`config.mk`:
```
export PLATFORM = sky130hd
export DESIGN_NAME = axil_master_flat
export DESIGN_NICKNAME = d
export VERILOG_FILES = /design/src/rtl/axil_pkg.sv /design/src/rtl/axil_master_if.sv /design/src/rtl/axil_master.sv /design/src/flat_wrapper.sv
export SDC_FILE = /design/constraint.sdc
export NUM_CORES = 1
export LEC_CHECK = 0
export BUFFER_PORTS_ARGS = -buffer_cell sky130_fd_sc_hd__buf_2
export CAP_MARGIN = 20
export CORE_MARGIN = 2
export CORE_UTILIZATION = 44
export CTS_CLUSTER_DIAMETER = 150
export DETAILED_ROUTE_END_ITERATION = 8
export GPL_TIMING_DRIVEN = 0
export PLACE_DENSITY = 0.85
export SYNTH_ARGS = -nofsm -noshare
export SYNTH_HDL_FRONTEND = slang
export SYNTH_SLANG_ARGS = --single-unit
```
`constraint.sdc`:
```
create_clock -name clock -period 2 [get_ports clock]
set_input_delay 0.4 -clock clock [delete_from_list [all_inputs] [get_ports clock]]
set_output_delay 0.4 -clock clock [all_outputs]
set_load 0.05 [all_outputs]
```
`src/rtl/axil_pkg.sv`:
```
// axil_pkg: shared types for the AXI4-Lite initiator.
// Holds the FSM state enum, the AXI response codes and the latched command
// record. The record is sized for the widest supported bus; the initiator
// zero-extends into it and slices back out at its configured widths.
package axil_pkg;

  localparam int AXIL_MAX_ADDRESS_WIDTH = 32;
  localparam int AXIL_MAX_DATA_WIDTH    = 64;
  localparam int AXIL_MAX_STROBE_WIDTH  = AXIL_MAX_DATA_WIDTH / 8;

  typedef enum logic [2:0] {
    IDLE           = 3'd0,
    WRITE          = 3'd1,
    WRITE_RESPONSE = 3'd2,
    READ_ADDRESS   = 3'd3,
    READ_DATA      = 3'd4,
    RESPOND        = 3'd5
  } axil_master_state_t;

  localparam logic [1:0] AXIL_RESP_OKAY    = 2'b00;
  localparam logic [1:0] AXIL_RESP_EXOKAY  = 2'b01;
  localparam logic [1:0] AXIL_RESP_SLVERR  = 2'b10;
  localparam logic [1:0] AXIL_RESP_DECERR  = 2'b11;
  // Timeout shares the DECERR encoding so callers see it as a hard failure.
  localparam logic [1:0] AXIL_RESP_TIMEOUT = 2'b11;

  typedef struct packed {
    logic                               write;
    logic [AXIL_MAX_ADDRESS_WIDTH-1:0]  address;
    logic [AXIL_MAX_DATA_WIDTH-1:0]     data;
    logic [AXIL_MAX_STROBE_WIDTH-1:0]   strobe;
  } axil_request_t;

  // States in which the initiator is waiting on the responder.
  function automatic logic is_waiting_state(input axil_master_state_t state);
    return (state == WRITE) || (state == WRITE_RESPONSE) ||
           (state == READ_ADDRESS) || (state == READ_DATA);
  endfunction

endpackage

```
`src/rtl/axil_master_if.sv`:
```
// axil_master_if: command/response port plus AXI4-Lite master bus of the
// initiator. The master modport is the initiator's view; the slave modport
// is the combined view of the application and the AXI responder.
interface axil_master_if #(
  parameter int AXIL_ADDRESS_WIDTH = 11,
  parameter int AXIL_DATA_WIDTH    = 32
);

  localparam int AXIL_STROBE_WIDTH = AXIL_DATA_WIDTH / 8;

  logic                          request_valid;
  logic                          request_ready;
  logic                          request_write;
  logic [AXIL_ADDRESS_WIDTH-1:0] request_address;
  logic [AXIL_DATA_WIDTH-1:0]    request_write_data;
  logic [AXIL_STROBE_WIDTH-1:0]  request_write_strobe;

  logic                          response_valid;
  logic                          response_ready;
  logic [AXIL_DATA_WIDTH-1:0]    response_read_data;
  logic [1:0]                    response_status;

  logic [AXIL_ADDRESS_WIDTH-1:0] AXIL_awaddr;
  logic [2:0]                    AXIL_awprot;
  logic                          AXIL_awvalid;
  logic                          AXIL_awready;
  logic [AXIL_DATA_WIDTH-1:0]    AXIL_wdata;
  logic [AXIL_STROBE_WIDTH-1:0]  AXIL_wstrb;
  logic                          AXIL_wvalid;
  logic                          AXIL_wready;
  logic [1:0]                    AXIL_bresp;
  logic                          AXIL_bvalid;
  logic                          AXIL_bready;
  logic [AXIL_ADDRESS_WIDTH-1:0] AXIL_araddr;
  logic [2:0]                    AXIL_arprot;
  logic                          AXIL_arvalid;
  logic                          AXIL_arready;
  logic [AXIL_DATA_WIDTH-1:0]    AXIL_rdata;
  logic [1:0]                    AXIL_rresp;
  logic                          AXIL_rvalid;
  logic                          AXIL_rready;

  modport master (
    input  request_valid, request_write, request_address,
           request_write_data, request_write_strobe, response_ready,
    output request_ready, response_valid, response_read_data, response_status,
    output AXIL_awaddr, AXIL_awprot, AXIL_awvalid,
    input  AXIL_awready,
    output AXIL_wdata, AXIL_wstrb, AXIL_wvalid,
    input  AXIL_wready,
    input  AXIL_bresp, AXIL_bvalid,
    output AXIL_bready,
    output AXIL_araddr, AXIL_arprot, AXIL_arvalid,
    input  AXIL_arready,
    input  AXIL_rdata, AXIL_rresp, AXIL_rvalid,
    output AXIL_rready
  );

  modport slave (
    output request_valid, request_write, request_address,
           request_write_data, request_write_strobe, response_ready,
    input  request_ready, response_valid, response_read_data, response_status,
    input  AXIL_awaddr, AXIL_awprot, AXIL_awvalid,
    output AXIL_awready,
    input  AXIL_wdata, AXIL_wstrb, AXIL_wvalid,
    output AXIL_wready,
    output AXIL_bresp, AXIL_bvalid,
    input  AXIL_bready,
    input  AXIL_araddr, AXIL_arprot, AXIL_arvalid,
    output AXIL_arready,
    output AXIL_rdata, AXIL_rresp, AXIL_rvalid,
    input  AXIL_rready
  );

endinterface

```
`src/rtl/axil_master.sv`:
```
// axil_master: single-outstanding AXI4-Lite initiator.
// A command accepted on the request port becomes one AXI4-Lite write or read;
// the result is presented on the response port until consumed. Every AXI
// output comes from a register, so the bus never sees request_* directly.
// Optional watchdog: define AXIL_MASTER_TIMEOUT_EN to bound each channel wait
// to TIMEOUT_CYCLES; the stuck transaction then completes with status 2'b11.
module axil_master
  import axil_pkg::*;
#(
  parameter int AXIL_ADDRESS_WIDTH = 11,
  parameter int AXIL_DATA_WIDTH    = 32,
  parameter int TIMEOUT_CYCLES     = 1024
) (
  input logic         clock,
  input logic         reset_n,
  axil_master_if.master bus
);

  localparam int AXIL_STROBE_WIDTH = AXIL_DATA_WIDTH / 8;

  if ((AXIL_DATA_WIDTH != 32 && AXIL_DATA_WIDTH != 64) ||
      (AXIL_ADDRESS_WIDTH < 1) || (AXIL_ADDRESS_WIDTH > AXIL_MAX_ADDRESS_WIDTH) ||
      (TIMEOUT_CYCLES < 2)) begin : g_bad_parameters
    $error("axil_master: unsupported parameter combination");
  end

  axil_master_state_t state_q, state_d;
  axil_request_t      request_q, request_d;

  logic request_ready_q, request_ready_d;
  logic awvalid_q, awvalid_d;
  logic wvalid_q, wvalid_d;
  logic aw_done_q, aw_done_d;
  logic w_done_q, w_done_d;
  logic bready_q, bready_d;
  logic arvalid_q, arvalid_d;
  logic rready_q, rready_d;
  logic response_valid_q, response_valid_d;
  logic [AXIL_DATA_WIDTH-1:0] read_data_q, read_data_d;
  logic [1:0] status_q, status_d;

  logic aw_handshake;
  logic w_handshake;
  logic timeout_hit;

  assign aw_handshake = awvalid_q && bus.AXIL_awready;
  assign w_handshake  = wvalid_q && bus.AXIL_wready;

`ifdef AXIL_MASTER_TIMEOUT_EN
  localparam int TIMEOUT_COUNT_WIDTH = $clog2(TIMEOUT_CYCLES) + 1;

  logic [TIMEOUT_COUNT_WIDTH-1:0] timeout_count_q, timeout_count_d;

  // Watchdog fires on the last allowed cycle of any responder wait.
  always_comb begin
    timeout_hit = is_waiting_state(state_q) &&
                  (timeout_count_q == TIMEOUT_COUNT_WIDTH'(TIMEOUT_CYCLES - 1));
    timeout_count_d = timeout_count_q;
    if (state_d != state_q) begin
      timeout_count_d = '0;
    end else if (is_waiting_state(state_q)) begin
      timeout_count_d = timeout_count_q + TIMEOUT_COUNT_WIDTH'(1);
    end
  end

  // Watchdog counter restarts on every state change.
  always_ff @(posedge clock) begin
    if (!reset_n) begin
      timeout_count_q <= '0;
    end else begin
      timeout_count_q <= timeout_count_d;
    end
  end
`else
  assign timeout_hit = 1'b0;
`endif

  // Next-state and next-output logic; everything holds unless a handshake moves it.
  always_comb begin
    state_d          = state_q;
    request_d        = request_q;
    awvalid_d        = awvalid_q;
    wvalid_d         = wvalid_q;
    aw_done_d        = aw_done_q;
    w_done_d         = w_done_q;
    bready_d         = bready_q;
    arvalid_d        = arvalid_q;
    rready_d         = rready_q;
    response_valid_d = response_valid_q;
    read_data_d      = read_data_q;
    status_d         = status_q;

    case (state_q)
      IDLE: begin
        if (bus.request_valid && request_ready_q) begin
          request_d.write   = bus.request_write;
          request_d.address = AXIL_MAX_ADDRESS_WIDTH'(bus.request_address);
          request_d.data    = AXIL_MAX_DATA_WIDTH'(bus.request_write_data);
          request_d.strobe  = AXIL_MAX_STROBE_WIDTH'(bus.request_write_strobe);
          if (bus.request_write) begin
            state_d   = WRITE;
            awvalid_d = 1'b1;
            wvalid_d  = 1'b1;
            aw_done_d = 1'b0;
            w_done_d  = 1'b0;
          end else begin
            state_d   = READ_ADDRESS;
            arvalid_d = 1'b1;
          end
        end
      end

      WRITE: begin
        if (aw_handshake) begin
          awvalid_d = 1'b0;
          aw_done_d = 1'b1;
        end
        if (w_handshake) begin
          wvalid_d = 1'b0;
          w_done_d = 1'b1;
        end
        if (aw_done_d && w_done_d) begin
          state_d  = WRITE_RESPONSE;
          bready_d = 1'b1;
        end
      end

      WRITE_RESPONSE: begin
        if (bus.AXIL_bvalid && bready_q) begin
          status_d         = bus.AXIL_bresp;
          read_data_d      = '0;
          bready_d         = 1'b0;
          response_valid_d = 1'b1;
          state_d          = RESPOND;
        end
      end

      READ_ADDRESS: begin
        if (arvalid_q && bus.AXIL_arready) begin
          arvalid_d = 1'b0;
          rready_d  = 1'b1;
          state_d   = READ_DATA;
        end
      end

      READ_DATA: begin
        if (bus.AXIL_rvalid && rready_q) begin
          read_data_d      = bus.AXIL_rdata;
          status_d         = bus.AXIL_rresp;
          rready_d         = 1'b0;
          response_valid_d = 1'b1;
          state_d          = RESPOND;
        end
      end

      RESPOND: begin
        if (response_valid_q && bus.response_ready) begin
          response_valid_d = 1'b0;
          state_d          = IDLE;
        end
      end

      default: begin
        state_d = IDLE;
      end
    endcase

    // A stuck responder is abandoned: bus handshakes drop and a timeout is reported.
    if (timeout_hit) begin
      awvalid_d        = 1'b0;
      wvalid_d         = 1'b0;
      bready_d         = 1'b0;
      arvalid_d        = 1'b0;
      rready_d         = 1'b0;
      read_data_d      = '0;
      status_d         = AXIL_RESP_TIMEOUT;
      response_valid_d = 1'b1;
      state_d          = RESPOND;
    end

    request_ready_d = (state_d == IDLE);
  end

  // State and output registers; reset aborts any transaction in flight.
  always_ff @(posedge clock) begin
    if (!reset_n) begin
      state_q          <= IDLE;
      request_q        <= '0;
      request_ready_q  <= 1'b0;
      awvalid_q        <= 1'b0;
      wvalid_q         <= 1'b0;
      aw_done_q        <= 1'b0;
      w_done_q         <= 1'b0;
      bready_q         <= 1'b0;
      arvalid_q        <= 1'b0;
      rready_q         <= 1'b0;
      response_valid_q <= 1'b0;
      read_data_q      <= '0;
      status_q         <= AXIL_RESP_OKAY;
    end else begin
      state_q          <= state_d;
      request_q        <= request_d;
      request_ready_q  <= request_ready_d;
      awvalid_q        <= awvalid_d;
      wvalid_q         <= wvalid_d;
      aw_done_q        <= aw_done_d;
      w_done_q         <= w_done_d;
      bready_q         <= bready_d;
      arvalid_q        <= arvalid_d;
      rready_q         <= rready_d;
      response_valid_q <= response_valid_d;
      read_data_q      <= read_data_d;
      status_q         <= status_d;
    end
  end

  // The record is sized for the widest bus; fold its padding so no bit dangles.
  logic unused_request_bits;
  assign unused_request_bits = ^request_q;

  assign bus.request_ready      = request_ready_q;
  assign bus.response_valid     = response_valid_q;
  assign bus.response_read_data = read_data_q;
  assign bus.response_status    = status_q;

  assign bus.AXIL_awaddr  = request_q.address[AXIL_ADDRESS_WIDTH-1:0];
  assign bus.AXIL_awprot  = 3'b000;
  assign bus.AXIL_awvalid = awvalid_q;
  assign bus.AXIL_wdata   = request_q.data[AXIL_DATA_WIDTH-1:0];
  assign bus.AXIL_wstrb   = request_q.strobe[AXIL_STROBE_WIDTH-1:0];
  assign bus.AXIL_wvalid  = wvalid_q;
  assign bus.AXIL_bready  = bready_q;
  assign bus.AXIL_araddr  = request_q.address[AXIL_ADDRESS_WIDTH-1:0];
  assign bus.AXIL_arprot  = 3'b000;
  assign bus.AXIL_arvalid = arvalid_q;
  assign bus.AXIL_rready  = rready_q;

endmodule

```
`src/flat_wrapper.sv`:
```
// flat-port wrapper written by rule: the top's interface ports become plain ports
module axil_master_flat import axil_pkg::*;
#(
  parameter int AXIL_ADDRESS_WIDTH = 11,
  parameter int AXIL_DATA_WIDTH    = 32,
  parameter int TIMEOUT_CYCLES     = 1024
)
  (clock, reset_n, bus_request_valid, bus_request_write, bus_request_address, bus_request_write_data, bus_request_write_strobe, bus_response_ready, bus_request_ready, bus_response_valid, bus_response_read_data, bus_response_status, bus_AXIL_awaddr, bus_AXIL_awprot, bus_AXIL_awvalid, bus_AXIL_awready, bus_AXIL_wdata, bus_AXIL_wstrb, bus_AXIL_wvalid, bus_AXIL_wready, bus_AXIL_bresp, bus_AXIL_bvalid, bus_AXIL_bready, bus_AXIL_araddr, bus_AXIL_arprot, bus_AXIL_arvalid, bus_AXIL_arready, bus_AXIL_rdata, bus_AXIL_rresp, bus_AXIL_rvalid, bus_AXIL_rready);
  axil_master_if #(.AXIL_ADDRESS_WIDTH(AXIL_ADDRESS_WIDTH), .AXIL_DATA_WIDTH(AXIL_DATA_WIDTH)) bus_i ();
  input logic clock;
  input logic reset_n;
  input wire logic [$bits(bus_i.request_valid)-1:0] bus_request_valid;
  input wire logic [$bits(bus_i.request_write)-1:0] bus_request_write;
  input wire logic [$bits(bus_i.request_address)-1:0] bus_request_address;
  input wire logic [$bits(bus_i.request_write_data)-1:0] bus_request_write_data;
  input wire logic [$bits(bus_i.request_write_strobe)-1:0] bus_request_write_strobe;
  input wire logic [$bits(bus_i.response_ready)-1:0] bus_response_ready;
  output wire logic [$bits(bus_i.request_ready)-1:0] bus_request_ready;
  output wire logic [$bits(bus_i.response_valid)-1:0] bus_response_valid;
  output wire logic [$bits(bus_i.response_read_data)-1:0] bus_response_read_data;
  output wire logic [$bits(bus_i.response_status)-1:0] bus_response_status;
  output wire logic [$bits(bus_i.AXIL_awaddr)-1:0] bus_AXIL_awaddr;
  output wire logic [$bits(bus_i.AXIL_awprot)-1:0] bus_AXIL_awprot;
  output wire logic [$bits(bus_i.AXIL_awvalid)-1:0] bus_AXIL_awvalid;
  input wire logic [$bits(bus_i.AXIL_awready)-1:0] bus_AXIL_awready;
  output wire logic [$bits(bus_i.AXIL_wdata)-1:0] bus_AXIL_wdata;
  output wire logic [$bits(bus_i.AXIL_wstrb)-1:0] bus_AXIL_wstrb;
  output wire logic [$bits(bus_i.AXIL_wvalid)-1:0] bus_AXIL_wvalid;
  input wire logic [$bits(bus_i.AXIL_wready)-1:0] bus_AXIL_wready;
  input wire logic [$bits(bus_i.AXIL_bresp)-1:0] bus_AXIL_bresp;
  input wire logic [$bits(bus_i.AXIL_bvalid)-1:0] bus_AXIL_bvalid;
  output wire logic [$bits(bus_i.AXIL_bready)-1:0] bus_AXIL_bready;
  output wire logic [$bits(bus_i.AXIL_araddr)-1:0] bus_AXIL_araddr;
  output wire logic [$bits(bus_i.AXIL_arprot)-1:0] bus_AXIL_arprot;
  output wire logic [$bits(bus_i.AXIL_arvalid)-1:0] bus_AXIL_arvalid;
  input wire logic [$bits(bus_i.AXIL_arready)-1:0] bus_AXIL_arready;
  input wire logic [$bits(bus_i.AXIL_rdata)-1:0] bus_AXIL_rdata;
  input wire logic [$bits(bus_i.AXIL_rresp)-1:0] bus_AXIL_rresp;
  input wire logic [$bits(bus_i.AXIL_rvalid)-1:0] bus_AXIL_rvalid;
  output wire logic [$bits(bus_i.AXIL_rready)-1:0] bus_AXIL_rready;
  assign bus_i.request_valid = bus_request_valid;
  assign bus_i.request_write = bus_request_write;
  assign bus_i.request_address = bus_request_address;
  assign bus_i.request_write_data = bus_request_write_data;
  assign bus_i.request_write_strobe = bus_request_write_strobe;
  assign bus_i.response_ready = bus_response_ready;
  assign bus_request_ready = bus_i.request_ready;
  assign bus_response_valid = bus_i.response_valid;
  assign bus_response_read_data = bus_i.response_read_data;
  assign bus_response_status = bus_i.response_status;
  assign bus_AXIL_awaddr = bus_i.AXIL_awaddr;
  assign bus_AXIL_awprot = bus_i.AXIL_awprot;
  assign bus_AXIL_awvalid = bus_i.AXIL_awvalid;
  assign bus_i.AXIL_awready = bus_AXIL_awready;
  assign bus_AXIL_wdata = bus_i.AXIL_wdata;
  assign bus_AXIL_wstrb = bus_i.AXIL_wstrb;
  assign bus_AXIL_wvalid = bus_i.AXIL_wvalid;
  assign bus_i.AXIL_wready = bus_AXIL_wready;
  assign bus_i.AXIL_bresp = bus_AXIL_bresp;
  assign bus_i.AXIL_bvalid = bus_AXIL_bvalid;
  assign bus_AXIL_bready = bus_i.AXIL_bready;
  assign bus_AXIL_araddr = bus_i.AXIL_araddr;
  assign bus_AXIL_arprot = bus_i.AXIL_arprot;
  assign bus_AXIL_arvalid = bus_i.AXIL_arvalid;
  assign bus_i.AXIL_arready = bus_AXIL_arready;
  assign bus_i.AXIL_rdata = bus_AXIL_rdata;
  assign bus_i.AXIL_rresp = bus_AXIL_rresp;
  assign bus_i.AXIL_rvalid = bus_AXIL_rvalid;
  assign bus_AXIL_rready = bus_i.AXIL_rready;
  axil_master #(.AXIL_ADDRESS_WIDTH(AXIL_ADDRESS_WIDTH), .AXIL_DATA_WIDTH(AXIL_DATA_WIDTH), .TIMEOUT_CYCLES(TIMEOUT_CYCLES)) u_core (.clock(clock), .reset_n(reset_n), .bus(bus_i));
endmodule
```
Word-level counts from Yosys, hierarchy flattened
Index checks and enable logic that the tools add are counted.

Bits of input ports: 93. Flip-flop bits (word level): 93. Output and inout port bits: 105. Word-level logic and storage cells: 97.

Reductions and logical operators: 25. Equal/unequal tests: 15. Multiplexer cells: 42.

Operators by type and width (count): 32-bit 2-to-1 mux (2); 32-bit case mux with 2 select lines (1); 1-bit 2-to-1 mux (20); 3-bit 2-to-1 mux (6); 3-bit case mux with 6 select lines (1); 2-bit by 1-bit inequality test with 1-bit output (second input constant) (8); 4-bit AND reduction (4); 1-bit case mux with 2 select lines (7); 3-bit AND reduction (4); 2-bit nonzero test (5); 1-bit logical AND (8); 3-bit by 2-bit equality test with 1-bit output (second input constant) (2); 3-bit equality test (second input constant) (2); 3-bit zero test (2); 2-bit 2-to-1 mux (3); 2-bit inequality test (second input constant) (2); 2-bit case mux with 2 select lines (1); 3-bit by 1-bit equality test with 1-bit output (second input constant) (1); 1-bit case mux with 3 select lines (1); 3-bit nonzero test (1); 2-bit AND reduction (1).

Longest topological paths before layout
Depth after elaboration: 7. Gate-level depth with buffers: 7. Depth with buffers taken out: 4.

Worst setup path after synthesis
OpenSTA, ideal clock, no wires.

Path kind: register to register. Start: reg u_core.request_ready_q, in the netlist u_core.bus.request_ready. End: reg u_core.w_done_q. Cell stages (with the launch flop): 7. Setup time: 0.132 ns. Arrival time: 1.665 ns. Buffers on the path: 2. Clock period less this slack: 1.797 ns. Data required time: 1.868 ns. Slack: 0.203 ns. Cell sequence: dfxtp_1 -> nand2_1 -> or4_1 -> buf_2 -> buf_6 -> o21ai_0 -> a21oi_1.

Cells in the longest elaborated chain, start to end: 3.

RTL lines: start, declared (line axil_master.sv:30) `logic request_ready_q, request_ready_d;`; start signal, assigned (line axil_master.sv:203) `request_ready_q <= request_ready_d;`; 1-bit logical AND (line axil_master.sv:95) `if (bus.request_valid && request_ready_q) begin`; 2-bit by 1-bit inequality test with 1-bit output (no line); 3-bit AND reduction (no line); end signal, assigned (line axil_master.sv:207) `w_done_q <= w_done_d;`; end, declared (line axil_master.sv:34) `logic w_done_q, w_done_d;`.

Every way passes these cells. A chain may end at the register's enable or synchronous reset.

Worst setup path in the final report
Start: reg u_core.state_q[1]. End: reg u_core.read_data_q[7], in the netlist u_core.bus.response_read_data[7].

Cells in the longest elaborated chain, start to end: 3. Elaborated cells on any way between the ends: 7. Those cells by class: eq/ne (4); mux (1); reduce/logical (2).

RTL lines: start, declared (line axil_master.sv:27) `axil_master_state_t state_q, state_d;`; start signal, assigned (line axil_master.sv:201) `state_q <= state_d;`; 3-bit equality test / 3-bit by 2-bit equality test with 1-bit output (equally long branches) (line axil_master.sv:93) `case (state_q)`; 2-bit by 1-bit inequality test with 1-bit output (no line) / 2-bit nonzero test (equally long branches); 3-bit AND reduction (no line); end signal, assigned (line axil_master.sv:212) `read_data_q <= read_data_d;`; end, declared (line axil_master.sv:39) `logic [AXIL_DATA_WIDTH-1:0] read_data_q, read_data_d;`.

Parallel ways exist; a longest one is shown, timed or not.

==> flow_summary.toml <==
[run_status]
status = "finished clean"

[setup_path]
crit_type = "flip-flop to flip-flop"
r2r_end = "u_core.bus.response_read_data[7]$_SDFFE_PN0P_"
cp-end-kind = "flip-flop"
critical_path_arrival_ns = 2.10
crit_path_start_kind = "flip-flop"
required_ns = 2.28
startpoint = "u_core.state_q[1]$_SDFF_PN0_"
r2r_start = "u_core.state_q[1]$_SDFF_PN0_"
reg2reg_depth = 6
path_max_fanout = 10
reg2reg_slack_ns = 0.18

[logic_synthesis]
ys_ff_latch = 93
synth_top_flop_cell = "dfxtp_1"
synth_edf_count = 0
synth_largest_area_cell = "dfxtp_1"
synth_seq_area_share_pct = 51.1
synth.avg_cell_area_sq_um = 8.11
async_reset_ff_share_pct = 0
synth_top_area_share_pct = 51.1
syn_inst = 449
yosysUniqueCellTypes = 39
yosysWarnings = 0
synth.area.top_cells = "dfxtp_1, nand2_1, a21oi_1"
synth_area_sq_mm = 0.00364

[worst_hold_path]
hold_depth = 3
min_to = "u_core.bus.response_read_data[29]$_SDFFE_PN0P_"
worstHoldPathType = "primary input to flip-flop"
holdCritStartpoint = "bus_AXIL_rdata[29]"

[clocking]
numClockSinks = 93
cts_hold_buffers = 0
clk_pin_slew_worst_paths_ns = 0.10
htree_levels = 3
post_cts_buffers = 0
cts_resized = 0
root_buffer = "clkbuf_8"
tritoncts = "yes"
clock_latency_ns = 0.36
cts_inserted_buffers = 9
cts_buffer_depth = 2

[floorplan]
start_util_pct = 44.8
rows = 33
core_sq_mm = 0.00813
die-width_microns = 95.0
die_h_microns = 95.0
die_area_sq_mm = 0.00902
pin_count = 198

[layout]
final_util_pct = 61.0
final_nets = 749
n_antenna_cell = 0
final_cell_mix = "buf_2, nand2_1, dfxtp_1"
area_delta_synth_final_pct = 36.3
drive_gt1_share_pct = 37.1
final_common_cell = "buf_2"

[route]
antenna_left = 0
drc = 0
wl_microns = 10100
drt_iter0_drc = 152
via_per_inst = 4.86
wl_per_cell_microns = 13.2
firstDrtPassIters = 4
via_count = 3723

[sta]
worst_pin_slew_ns = 0.608
min_period_ns = 1.82
tns_ns = 0
hold_violations = 0
setup_viol = 0
skew_ns = 0.0197
slew_violations = 0
min_period_over_period_pct = 91.0
fmax_mhz = 549
slew_headroom_pct = 59.5
rsz0062_at_grt = "false"

[grt]
overflow = 0
grt_pass1_vias = 3489
grt_pass1_wl_microns = 15700
grt_max_degree = 16
antenna_found_initial = 0
grt_usage_pct = 22.1

[power_and_ir_drop]
p_sw_share_pct = 32.6
p_int_w = 0.00293
p_leak_nw = 2.32
peakVddDrop_v = 0.000494
pwr-share-clk_pct = 31.3
p_seq_share_pct = 45.8
power_frac_comb_pct = 22.9
power_switching_w = 0.00142
power.density_mw_per_mm2 = 877

[placement]
dp_hpwl_microns = 7710
port_buffers = 191
place.gp.congestion = 0.806

[flow_run]
drv_cap = 0
through the flow:
stage	instances	total power [W]	hold slack (ns)	instance area [sq um]	setup slack [ns]
CTS	766	0.00439	0.257	4960	0.183
detailed placement	750	0.00303	0.447	4750	0.173
global placement	750	0.00301	0.440	4750	0.241
finish	766	0.00435	0.261	4960	0.179
floorplan	454	0.00275	0.450	3660	0.203
global route	766	0.00455	0.251	4960	0.00239
worst max-delay path by stage:
stage,slack (ns),end
3_5_place_dp,0.17,u_core.bus.response_read_data[23]$_SDFFE_PN0P_
3_3_place_gp,0.24,u_core.bus.response_valid$_SDFFE_PN0P_
2_1_floorplan,0.20,u_core.w_done_q$_SDFFE_PN0P_
6_report,0.18,u_core.bus.response_read_data[7]$_SDFFE_PN0P_
5_1_grt,0.002,u_core.bus.response_read_data[9]$_SDFFE_PN0P_
4_1_cts,0.18,u_core.bus.AXIL_wdata[10]$_SDFFE_PN0P_
flip-flops by register name, summed over array words and instances (netlist names):
register                       cells
u_core.bus.AXIL_wdata             32
u_core.bus.response_read_data     32
u_core.bus.AXIL_araddr            11
u_core.bus.AXIL_wstrb              4
u_core.state_q                     3
u_core.bus.response_status         2
u_core.aw_done_q                   1
u_core.bus.AXIL_arvalid            1
u_core.bus.AXIL_awvalid            1
u_core.bus.AXIL_bready             1
u_core.bus.AXIL_rready             1
u_core.bus.AXIL_wvalid             1
u_core.bus.request_ready           1
u_core.bus.response_valid          1
u_core.w_done_q                    1
per-layer routing:
metal | track usage [%] | up-vias | share of wire, % | wire [microns]
met5 | 0 | - | 0 | 0
met4 | 5.56 | 0 | 1.4 | 138
met3 | 8.22 | 15 | 8.7 | 884
li1 | - | 1895 | - | -
met1 | 25.5 | 1671 | 41 | 4120
met2 | 38.4 | 142 | 49 | 4960
synth_stat cells (2+ instances only):
cell        n
buf_4      22
nor3b_1     2
nor3b_4     2
clkbuf_1   19
mux2i_1     2
dfxtp_1    93
buf_2       8
inv_1       2
a21oi_1    88
and2_1      2
nand2b_1    2
nand3_1     6
nor3_1      2
buf_6       2
nand2_1   133
a31oi_1     2
o21ai_0    36
or3_1       2
nor2_1      3
and3_1      2
cells by family after synthesis:
family                 synth area share (%)
and+or+nand+nor                        19.6
AOI/OAI and AO/OA                      20.1
muxes                                 0.550
DFF                                    51.1
other                                 0.103
buffers and inverters                  8.52
cell type report:
class | instances | area (sq um)
fill | 771 | 3170
sequential | 93 | 1860
inverter | 3 | 11.3
timing repair buffer | 191 | 956
buffer | 51 | 299
multi-input combinational | 307 | 1490
clock inverter | 6 | 86.3
tap | 105 | 131
clock buffer | 10 | 128
power by group through the flow:
stage	Combinational [W]	Sequential, W	Clock (W)
floorplan	0.000417	0.00233	0
global placement	0.000981	0.00203	0
detailed placement	0.000996	0.00204	0
CTS	0.000999	0.00199	0.00139
global route	0.00107	0.00201	0.00148
finish	0.000994	0.00199	0.00136
critical path: stages (launching register included):
cell and delay (ns):
dfxtp_1 0.32, buf_4 0.17, nor3b_4 0.30, a22o_2 0.30, clkbuf_1 0.33, o21ai_0 0.16, a21oi_1 0.17
Power figures use the tool's default switching activity.
